### src/rtl/median_sort_seq.sv
// median_sort_seq: sequential odd-even transposition sorter for one window
// of N unsigned samples. A window is accepted in IDLE, sorted one phase per
// clock in SORT, and presented with median/min/max in HOLD until consumed.
module median_sort_seq #(
    parameter  int N  = 9,
    parameter  int W  = 8,
    localparam int CW = $clog2(N + 1)
) (
    input  logic           clk,
    input  logic           reset,
    input  logic           in_valid,
    output logic           in_ready,
    input  logic [N*W-1:0] in_data,
    input  logic           in_desc,
    output logic           out_valid,
    input  logic           out_ready,
    output logic [N*W-1:0] out_data,
    output logic [W-1:0]   out_median,
    output logic [W-1:0]   out_min,
    output logic [W-1:0]   out_max,
    output logic           busy
);

    typedef enum logic [1:0] {
        S_IDLE = 2'd0,
        S_SORT = 2'd1,
        S_HOLD = 2'd2
    } state_t;

    localparam logic [CW-1:0] LAST_PHASE = CW'(N - 1);

    state_t         r_state;
    state_t         w_state_nxt;
    logic [CW-1:0]  r_phase;
    logic           r_desc;
    logic [W-1:0]   r_arr     [N];
    logic [W-1:0]   w_arr_nxt [N];
    logic [N*W-1:0] w_arr_flat;
    logic [N*W-1:0] r_out_data;
    logic [W-1:0]   r_median;
    logic [W-1:0]   r_min;
    logic [W-1:0]   r_max;

    // State register.
    always_ff @(posedge clk) begin
        // NOTE: sequential state uses non-blocking assignment so every flop
        // samples pre-edge values and simulation matches the synthesized logic.
        if (reset) begin
            r_state <= S_IDLE;
        end else begin
            r_state <= w_state_nxt;
        end
    end

    // Next-state logic: accept in IDLE, run N phases in SORT, wait for the
    // consumer in HOLD.
    always_comb begin
        // NOTE: defaulting to the current state first means no path leaves
        // w_state_nxt unassigned, so no latch is inferred.
        w_state_nxt = r_state;
        case (r_state)
            S_IDLE: if (in_valid) w_state_nxt = S_SORT;
            S_SORT: if (r_phase == LAST_PHASE) w_state_nxt = S_HOLD;
            S_HOLD: if (out_ready) w_state_nxt = S_IDLE;
            default: w_state_nxt = S_IDLE;
        endcase
    end

    // One compare-swap phase: even phases pair (0,1),(2,3)..., odd phases
    // pair (1,2),(3,4)... Pairs are disjoint, so all swaps run in parallel.
    // Equal samples never swap.
    always_comb begin
        for (int i = 0; i < N; i++) begin
            w_arr_nxt[i] = r_arr[i];
        end
        for (int i = 0; i < N - 1; i++) begin
            if ((i % 2) == int'(r_phase[0])) begin
                if (r_desc ? (r_arr[i] < r_arr[i+1]) : (r_arr[i] > r_arr[i+1])) begin
                    w_arr_nxt[i]   = r_arr[i+1];
                    w_arr_nxt[i+1] = r_arr[i];
                end
            end
        end
    end

    // Flatten the post-phase array for the output register.
    always_comb begin
        w_arr_flat = '0;
        for (int k = 0; k < N; k++) begin
            w_arr_flat[k*W +: W] = w_arr_nxt[k];
        end
    end

    // Datapath: load on acceptance, apply a phase per SORT cycle, capture
    // the final phase into the output registers on the SORT->HOLD edge.
    always_ff @(posedge clk) begin
        if (reset) begin
            r_phase    <= '0;
            r_desc     <= 1'b0;
            // NOTE: the working array is reset explicitly (not left to power-up
            // state) so an aborted window can never leak into a later result.
            for (int k = 0; k < N; k++) begin
                r_arr[k] <= '0;
            end
            r_out_data <= '0;
            r_median   <= '0;
            r_min      <= '0;
            r_max      <= '0;
        end else begin
            case (r_state)
                S_IDLE: begin
                    if (in_valid) begin
                        for (int k = 0; k < N; k++) begin
                            r_arr[k] <= in_data[k*W +: W];
                        end
                        r_desc  <= in_desc;
                        r_phase <= '0;
                    end
                end
                S_SORT: begin
                    for (int k = 0; k < N; k++) begin
                        r_arr[k] <= w_arr_nxt[k];
                    end
                    r_phase <= r_phase + CW'(1);
                    if (r_phase == LAST_PHASE) begin
                        r_out_data <= w_arr_flat;
                        r_median   <= w_arr_nxt[(N-1)/2];
                        r_min      <= r_desc ? w_arr_nxt[N-1] : w_arr_nxt[0];
                        r_max      <= r_desc ? w_arr_nxt[0]   : w_arr_nxt[N-1];
                    end
                end
                default: begin
                end
            endcase
        end
    end

    assign in_ready   = (r_state == S_IDLE) && !reset;
    assign out_valid  = (r_state == S_HOLD);
    assign busy       = (r_state != S_IDLE);
    assign out_data   = r_out_data;
    assign out_median = r_median;
    assign out_min    = r_min;
    assign out_max    = r_max;

endmodule

### config.mk
export PLATFORM = sky130hd
export DESIGN_NAME = median_sort_seq
export DESIGN_NICKNAME = d
export VERILOG_FILES = /design/src/rtl/median_sort_seq.sv
export SDC_FILE = /design/constraint.sdc
export NUM_CORES = 1
export LEC_CHECK = 0
export ABC_CLOCK_PERIOD_IN_PS = 4250
export CORE_MARGIN = 1.5
export CORE_UTILIZATION = 50
export DETAILED_ROUTE_END_ITERATION = 8
export PLACE_DENSITY = 0.77
export SLEW_MARGIN = 20
export SYNTH_ARGS = -nofsm -noshare
export SYNTH_HDL_FRONTEND = slang
export SYNTH_SLANG_ARGS = --single-unit
### constraint.sdc
create_clock -name clk -period 4.25 [get_ports clk]
set_input_delay 0.85 -clock clk [delete_from_list [all_inputs] [get_ports clk]]
set_output_delay 0.85 -clock clk [all_outputs]
set_load 0.1 [all_outputs]
==> impl_metrics.csv, run 1 <==
group,metric,value,unit
clocking,h-tree-depth,4,
final_layout,syn_to_final_growth,25.40,%
pwr,power_density,385.1,nW/µm²
floorplan,die_h,142.7,µm
routing,drt-total-wl,29780,µm
floorplan,dieArea,20370,µm²
final_layout,final_nets,1314,
floorplan,core_area,18890,µm²
sta,period_minus_slack,3.241,ns
clocking,clk_pin_slew_worst_paths,0.07,ns
yosys,yosys.cell_types.count,55,
final_layout,final_cell_mix,"174 x clkdlybuf4s50_1, 127 x nand2_1, 97 x o21ai_0, 95 x dfxtp_1, 81 x mux2i_1",
sta,whs,0.4618,ns
yosys,syn_avg_cell_area,9.457,µm²
sta,grt_setup_unrepaired,"no",
clocking,root_buffer,"clkbuf_16",
clocking,cts_hold_buf,0,
min_path,hold_class,"reg2reg",
floorplan,die_width,142.7,µm
clocking,cts_tree,"built",
placement,dpl.hpwl,20850,µm
sta,tightest_slew,0.9852,ns
sta,tns,0,ns
placement,numPortBuffers,175,
critical_path,crit_arrival,3.41,ns
yosys,yosysSeqAreaShare,0.4164,
yosys,synth_cells,1032,
grt,grt_pass1_vias,8519,
sta,hold_viol,0,
critical_path,rrSetupSlack,1.01,ns
yosys,synth_ff_type,"dfxtp_1",
grt,grt_overflow,0,
yosys,synth_area,9759,µm²
yosys,yosys-top-cells-area,"edfxtp_1 22%, dfxtp_1 19%, ha_1 8.5%, mux2i_1 8.3%, o21ai_0 5.0%",
sta,finalClockSkew,0.009649,ns
pwr,leakagePower,0.004732,µW
routing,firstDrtPassIters,5,
final_layout,drive_gt1_frac,0.06334,
floorplan,num_rows,50,
critical_path,r2r-start,"r_arr[2][5]",
clocking,postCtsSetupBuffers,0,
critical_path,cp-end-kind,"flop",
routing,via_count,8984,
critical_path,cp_max_fo,17,
sta,maxSlewViolCount,0,
yosys,synth_edf_count,72,
critical_path,reg2reg_to,"r_arr[2][1]",
clocking,clock-sinks,167,
placement,place_congestion,0.9088,
final_layout,fill_cells,1578,
outcome,status,"completed",
min_path,min_from,"out_data[51]",
critical_path,reg2regPathDepth,9,
yosys,synth_top_area_share,0.2215,
routing,drcViolationCount,0,
clocking,cts_inserted_buffers,17,
yosys,synth_top_area_cell,"edfxtp_1",
final_layout,n_antenna_cell,0,
critical_path,worstPathRequired,4.41,ns
grt,antenna_found_initial,0,
floorplan,io_pins,176,
sta,fin_crit_sh,0.7626,
yosys,ys_ff_latch,167,
grt,grt_first_pass_wirelength,46350,µm
clocking,postCtsResizedCells,0,
min_path,holdPathStages,2,
routing,vias_per_cell,6.222,
job,drv_cap,0,
yosys,syn_nets,1175,
pwr,ir_drop,0.0003025,V
critical_path,critPathLaunchType,"flop",
routing,drt_iter0_drc,763,
grt,grt_max_degree,74,
yosys,synthArstFlopShare,0,
routing,antenna_left,0,
final_layout,final_common_cell,"clkdlybuf4s50_1",
grt,grt_use_total,0.2960,
min_path,whs_endpoint,"out_data[51]",
clocking,clkLatencyLatePin,0.44,ns
routing,wl_per_cell,20.63,µm
yosys,yosysWarnings,0,
sta,setup_viol,0,
clocking,clockBufferDepth,2,
sta,maxSlewHeadroom,0.3412,
sta,fmax,308.5,MHz
critical_path,critPathKind,"reg2reg",
floorplan,initial_core_util,0.5166,
## report_power, final
part	internal (µW)	total, µW	leakage (µW)	switching [µW]
sequential	1780	1940	0.00158	161
combinational	475	1150	0.00287	678
clock	953	1620	0.000284	668
total	3210	4710	0.00473	1510
## synth_stat cells, drive strengths merged, types with 16 or more instances
master and number:
nand2 128, o21ai 100, dfxtp 95, mux2i 81
edfxtp 72, inv 71, ha 66, a21oi 62
o221ai 55, clkbuf 38, a22oi 35, buf 34
nor2 32, a32oi 24, nand3 20, nand4 17
o31ai 16
## worst max path at each step
| stage | start | end | slack, ns | depth (start not counted) |
|---|---|---|---|---|
| final | r_arr[2][5] | r_arr[2][1] | 1.01 | 9 |
| after global routing | r_arr[2][5] | r_arr[2][1] | 0.86 | 9 |
| after detailed placement | reset | r_arr[3][3] | 0.91 | 6 |
| after floorplan | reset | r_arr[0][0] | 1.02 | 3 |
| after global placement | reset | r_arr[3][4] | 1.05 | 6 |
| after CTS | r_arr[2][5] | r_arr[2][1] | 1.11 | 9 |
## cells by family (layout without fill, tap and decap cells)
group,Yosys count,after routing,share of synthesized area
compound gates,332,332,0.2318
simple gates,235,235,0.1088
flops,167,167,0.4164
buf+inv,143,295,0.06602
mux,89,89,0.09231
fa+ha+maj,66,66,0.08462
## worst max-delay path: stages (launching register included)
cell,delay (ns)
edfxtp_1,0.54
inv_1,0.09
ha_1,0.30
a21oi_1,0.06
o21a_1,0.17
or3_1,0.34
o211ai_1,0.14
and2_1,0.71
mux2i_1,0.43
o221ai_1,0.18
## area by class of cell
| cell class | instances | area (µm²) | share of cell area |
|---|---|---|---|
| Sequential cell | 167 | 4064 | 0.3321 |
| Multi-Input combinational cell | 722 | 5085 | 0.4155 |
| Clock inverter | 12 | 151.4 | 0.01237 |
| Timing Repair Buffer | 192 | 1889 | 0.1544 |
| Inverter | 71 | 266.5 | 0.02178 |
| Tap cell | 260 | 325.3 | 0.02658 |
| Clock buffer | 20 | 456.7 | 0.03732 |
## metrics by stage
stage                     total power (µW)    util  worst slack (ns)  std cells  cell area [µm²]
after detailed placement              3080  0.6156            0.9143       1412            11630
after floorplan                       2736       -             1.016       1032             9759
after global placement                3049  0.6156             1.050       1412            11630
after global routing                  4894  0.6477            0.8584       1444            12240
after CTS                             4687  0.6477             1.108       1444            12240
final                                 4713  0.6477             1.009       1444            12240
## sequential cells by signal, indices dropped and copies added (netlist names)
register,count
out_data,72
r_arr,72
out_max,8
out_min,8
r_phase,4
r_state,2
r_desc,1
## routing by layer
metal | GRT usage | part of all wire | vias to the layer above
met5 | 0 | 0 | -
met4 | 0.1199 | 0.029 | 0
met3 | 0.05164 | 0.095 | 72
met2 | 0.4719 | 0.46 | 537
met1 | 0.3988 | 0.42 | 4223
li1 | - | - | 4152
Power figures use the tool's default switching activity.
==> inputs of run 2 (changes only) <==
--- a/config.mk
+++ b/config.mk
@@ -5,9 +5,9 @@
 export SDC_FILE = /design/constraint.sdc
 export NUM_CORES = 1
 export LEC_CHECK = 0
-export ABC_CLOCK_PERIOD_IN_PS = 4250
+export ABC_CLOCK_PERIOD_IN_PS = 2940
 export CORE_MARGIN = 1.5
-export CORE_UTILIZATION = 50
+export CORE_UTILIZATION = 48
 export DETAILED_ROUTE_END_ITERATION = 8
 export PLACE_DENSITY = 0.77
 export SLEW_MARGIN = 20
==> constraint.sdc (replaced) <==
create_clock -name clk -period 2.94 [get_ports clk]
set_input_delay 0.588 -clock clk [delete_from_list [all_inputs] [get_ports clk]]
set_output_delay 0.588 -clock clk [all_outputs]
set_load 0.1 [all_outputs]
==> impl_metrics.csv, run 2 (synthesis gave the netlist of run 1 again) <==
group,metric,value,unit
outcome,status,"completed",
critical_path,r2r-start,"r_arr[2][7]",
pwr,power_density,553.4,nW/µm²
grt,grt_use_total,0.2874,
routing,firstDrtPassIters,8,
clocking,clock-sinks,167,
critical_path,rrSetupSlack,0.09,ns
routing,wl_per_cell,20.88,µm
sta,tightest_slew,0.9876,ns
floorplan,die_h,145.6,µm
critical_path,cp_max_fo,8,
final_layout,final_common_cell,"buf_4",
placement,dpl.hpwl,22230,µm
floorplan,initial_core_util,0.4950,
grt,grt_first_pass_wirelength,48320,µm
grt,grt_pass1_vias,8860,
final_layout,syn_to_final_growth,26.53,%
sta,fin_crit_sh,0.9698,
final_layout,n_antenna_cell,0,
critical_path,critPathKind,"reg2reg",
routing,drt-total-wl,31010,µm
clocking,cts_inserted_buffers,17,
grt,grt_max_degree,46,
sta,hold_viol,0,
placement,numPortBuffers,175,
routing,drcViolationCount,0,
pwr,ir_drop,0.0004895,V
clocking,cts_hold_buf,0,
critical_path,worstPathRequired,3.11,ns
grt,antenna_found_initial,0,
min_path,hold_class,"reg2reg",
sta,period_minus_slack,2.851,ns
floorplan,core_area,19720,µm²
clocking,cts_tree,"built",
floorplan,die_width,145.6,µm
sta,setup_viol,0,
sta,finalClockSkew,0.01179,ns
final_layout,final_cell_mix,"145 x buf_4, 127 x nand2_1, 95 x o21ai_0, 95 x dfxtp_1, 78 x mux2i_1",
floorplan,num_rows,51,
sta,maxSlewHeadroom,0.3401,
placement,place_congestion,0.9265,
grt,grt_overflow,0,
sta,maxSlewViolCount,0,
routing,vias_per_cell,6.273,
critical_path,crit_arrival,3.02,ns
sta,fmax,350.7,MHz
critical_path,reg2reg_to,"r_arr[2][2]",
floorplan,dieArea,21200,µm²
final_layout,final_nets,1350,
clocking,clockBufferDepth,2,
sta,tns,0,ns
critical_path,critPathLaunchType,"flop",
clocking,clkLatencyLatePin,0.44,ns
pwr,total_power,6833,µW
placement,dpl-instance-area,11680,µm²
placement,place_ws,0.004992,ns
min_path,min_from,"out_data[54]",
routing,drt_iter0_drc,1067,
sta,layout_setup_ws,0.08870,ns
critical_path,cpPeakStageDelay,0.51,ns
critical_path,reg2regPathDepth,10,
routing,via_count,9316,
clocking,root_buffer,"clkbuf_16",
final_layout,fin_area,12350,µm²
critical_path,worstPathCellList,"inv_1, ha_1, nand2_1, o21a_1, or3_1, o211ai_1, and2_1, buf_4, mux2i_1, o221ai_1",
job,drv_cap,0,
critical_path,cp-end-kind,"flop",
routing,antenna_left,0,
critical_path,timing.critical_path.slowest_stage_cell,"edfxtp_1",
floorplan,io_pins,176,
clocking,clk_pin_slew_worst_paths,0.06,ns
pwr,leakagePower,0.005154,µW
critical_path,setup.worst_path.start,"r_arr[2][7]",
clocking,h-tree-depth,4,
critical_path,crit_end,"r_arr[2][2]",
final_layout,finish.utilization,0.6262,
final_layout,drive_gt1_frac,0.1762,
[run 2: what timing repair did]
item | 4_1_cts | 5_1_grt
pin swaps | 0 | 1
resized for setup | 1 | 12
gates cloned | 0 | 1
endpoints found under the setup margin | 1 | 57
hold endpoints to repair | 0 | 0
setup buffers | 0 | 1
[run 2: worst min-delay path by stage]
stage	endpoint	slack, ns	cells after the start
3_3_place_gp	out_data[53]	0.45	2
4_1_cts	out_data[53]	0.46	2
6_report	out_data[54]	0.46	2
3_5_place_dp	out_data[53]	0.45	2
2_1_floorplan	r_phase[1]	0.49	2
5_1_grt	out_data[53]	0.50	2
[run 2: power by group]
group / switching (µW) / total (µW) / leakage (µW) / internal, µW
clock network: 979 / 2230 / 0.000290 / 1250
registers: 191 / 2760 / 0.00158 / 2570
logic: 1060 / 1840 / 0.00328 / 776
[run 2: metal layers]
layer	vias to the layer above	share of wire	GRT usage
li1	4229	-	-
met5	-	0	0
met1	4429	0.42	0.3932
met2	583	0.45	0.4526
met4	0	0.026	0.1010
met3	75	0.10	0.05705
[run 2: per-stage QoR]
step	hold slack, ns	instances
2_1_floorplan	0.4856	1032
3_3_place_gp	0.4457	1450
3_5_place_dp	0.4476	1450
4_1_cts	0.4619	1482
5_1_grt	0.4989	1485
6_report	0.4611	1485
[run 2: layout make-up]
class                           count  area [µm²]
Clock buffer                       25       526.8
Clock inverter                      7       55.05
Fill cell                        1641        7370
Inverter                           71       266.5
Multi-Input combinational cell    723        5136
Sequential cell                   167        4064
Tap cell                          265       331.6
Timing Repair Buffer              227        1968
[run 2: worst max-delay path, delay by kind of cell (launching register included)]
family,cells,cell delay (ns)
simple gates,3,0.61
flops,1,0.51
compound gates,3,0.50
mux,1,0.34
fa+ha+maj,1,0.33
buf+inv,2,0.29
==> inputs of run 3 (changes only) <==
--- a/config.mk
+++ b/config.mk
@@ -5,10 +5,11 @@
 export SDC_FILE = /design/constraint.sdc
 export NUM_CORES = 1
 export LEC_CHECK = 0
-export ABC_CLOCK_PERIOD_IN_PS = 2940
+export ABC_CLOCK_PERIOD_IN_PS = 3210
 export CORE_MARGIN = 1.5
-export CORE_UTILIZATION = 48
+export CORE_UTILIZATION = 50
 export DETAILED_ROUTE_END_ITERATION = 8
+export GPL_TIMING_DRIVEN = 0
 export PLACE_DENSITY = 0.77
 export SLEW_MARGIN = 20
 export SYNTH_ARGS = -nofsm -noshare
==> constraint.sdc (replaced) <==
create_clock -name clk -period 3.21 [get_ports clk]
set_input_delay 0.642 -clock clk [delete_from_list [all_inputs] [get_ports clk]]
set_output_delay 0.642 -clock clk [all_outputs]
set_load 0.1 [all_outputs]
==> impl_metrics.csv, run 3 (synthesis gave the netlist of run 1 again) <==
group,metric,value,unit
final_layout,syn_to_final_growth,28.41,%
critical_path,cpPeakStageDelay,0.87,ns
floorplan,initial_core_util,0.5166,
critical_path,critPathLaunchType,"input port",
sta,grt_setup_unrepaired,"no",
floorplan,die_h,142.7,µm
routing,via_count,9274,
sta,maxSlewViolCount,0,
sta,setup_viol,0,
floorplan,io_pins,176,
outcome,status,"completed",
final_layout,final_nets,1370,
routing,firstDrtPassIters,7,
grt,grt_pass1_vias,8977,
final_layout,regArea,4064,µm²
floorplan,die_width,142.7,µm
sta,hold_viol,0,
sta,finalClockSkew,0.008721,ns
sta,maxSlewHeadroom,0.3374,
critical_path,critPathKind,"in2out",
critical_path,worstPathCellList,"clkdlybuf4s50_1, buf_1, nor2_1, dlygate4sd2_1",
routing,drt_iter0_drc,1034,
floorplan,dieArea,20370,µm²
critical_path,cp_top_family,"buffers and inverters",
floorplan,num_rows,50,
routing,drcViolationCount,0,
grt,grt_overflow,0,
placement,place_congestion,0.9468,
clocking,clock-sinks,167,
min_path,hold_class,"reg2reg",
placement,numPortBuffers,175,
clocking,postCtsSetupBuffers,0,
routing,wl_per_cell,21.23,µm
sta,tns,0,ns
critical_path,worstPathRequired,2.57,ns
critical_path,cp-end-kind,"output port",
grt,grt_use_total,0.3105,
clocking,cts_hold_buf,0,
grt,grt_first_pass_wirelength,48400,µm
final_layout,multiInputGateArea,5070,µm²
routing,antenna_left,0,
floorplan,core_area,18890,µm²
clocking,clk_pin_slew_worst_paths,0.07,ns
grt,antenna_found_initial,0,
clocking,cts_inserted_buffers,17,
final_layout,fill_cells,1595,
final_layout,final_cell_mix,"174 x clkdlybuf4s50_1, 127 x nand2_1, 97 x o21ai_0, 95 x dfxtp_1, 81 x mux2i_1",
sta,fin_crit_sh,0.9536,
final_layout,drive_gt1_frac,0.06613,
critical_path,crit_arrival,2.42,ns
sta,tightest_slew,0.9908,ns
clocking,root_buffer,"clkbuf_16",
pwr,ir_drop,0.0004054,V
clocking,clkLatencyLatePin,0.43,ns
final_layout,n_antenna_cell,0,
job,drv_cap,0,
final_layout,final_common_cell,"clkdlybuf4s50_1",
grt,grt_max_degree,49,
placement,dpl.hpwl,23450,µm
critical_path,timing.critical_path.slowest_stage_cell,"dlygate4sd2_1",
clocking,clockBufferDepth,2,
clocking,cts_tree,"built",
pwr,leakagePower,0.004893,µW
sta,period_minus_slack,3.061,ns
critical_path,crit_buf_inv,3,
clocking,h-tree-depth,4,
critical_path,cp_max_fo,10,
routing,drt-total-wl,31850,µm
pwr,total_power,6473,µW
routing,vias_per_cell,6.183,
pwr,power_density,516.5,nW/µm²
sta,fmax,326.7,MHz
run 3: path summary, 6_finish.rpt:
check	start	endpoint	slack, ns	cells after the start
setup / recovery	reset	in_ready	0.15	4
hold / removal	out_data[54]	out_data[54]	0.46	2
setup reg to reg	r_arr[4][1]	r_arr[4][5]	0.19	11
hold reg to reg	out_data[54]	out_data[54]	0.46	2
run 3: per-layer routing:
layer | routed length [µm] | vias to the layer above | track usage
met5 | 0 | - | 0
met4 | 1150 | 0 | 0.1215
met3 | 3084 | 83 | 0.04393
met2 | 14360 | 560 | 0.4980
met1 | 13250 | 4355 | 0.4243
li1 | - | 4276 | -
run 3: what timing repair did:
| item | in CTS | in global routing |
|---|---|---|
| resized for setup | 1 | 2 |
| endpoints found under the setup margin | 1 | 9 |
| pin swaps | 0 | 0 |
| endpoints found under the hold margin | 0 | 0 |
run 3: cell type report:
class                   count  share of cell area
multi-input cells         722              0.4046
flip-flops and latches    167              0.3243
repair buffers            176              0.1419
clock buffers              18             0.03504
plain buffers              72             0.03015
well taps                 260             0.02596
inverters                  71             0.02127
clock inverters            14             0.01687
run 3: power by group:
part / switching [µW] / internal, µW / total (µW)
combinational: 930 / 661 / 1590
clock: 959 / 1350 / 2310
sequential: 219 / 2350 / 2570
run 3: tightest hold or removal path, cell delays in order, from the launching register on:
cell     delay (ns)
dfxtp_1        0.33
nand2_1        0.05
o31ai_1        0.05
run 3: through the flow:
stage / utilization / cells / hold slack (ns) / instance area [µm²] / setup WS (ns)
2_1_floorplan: - / 1032 / 0.4856 / 9759 / 0.1836
3_3_place_gp: 0.6265 / 1467 / 0.4350 / 11840 / -1.620
3_5_place_dp: 0.6283 / 1468 / 0.4443 / 11870 / -0.1376
4_1_cts: 0.6627 / 1500 / 0.4602 / 12520 / 0.1481
5_1_grt: 0.6633 / 1500 / 0.4812 / 12530 / 0.04449
6_report: 0.6633 / 1500 / 0.4597 / 12530 / 0.1491
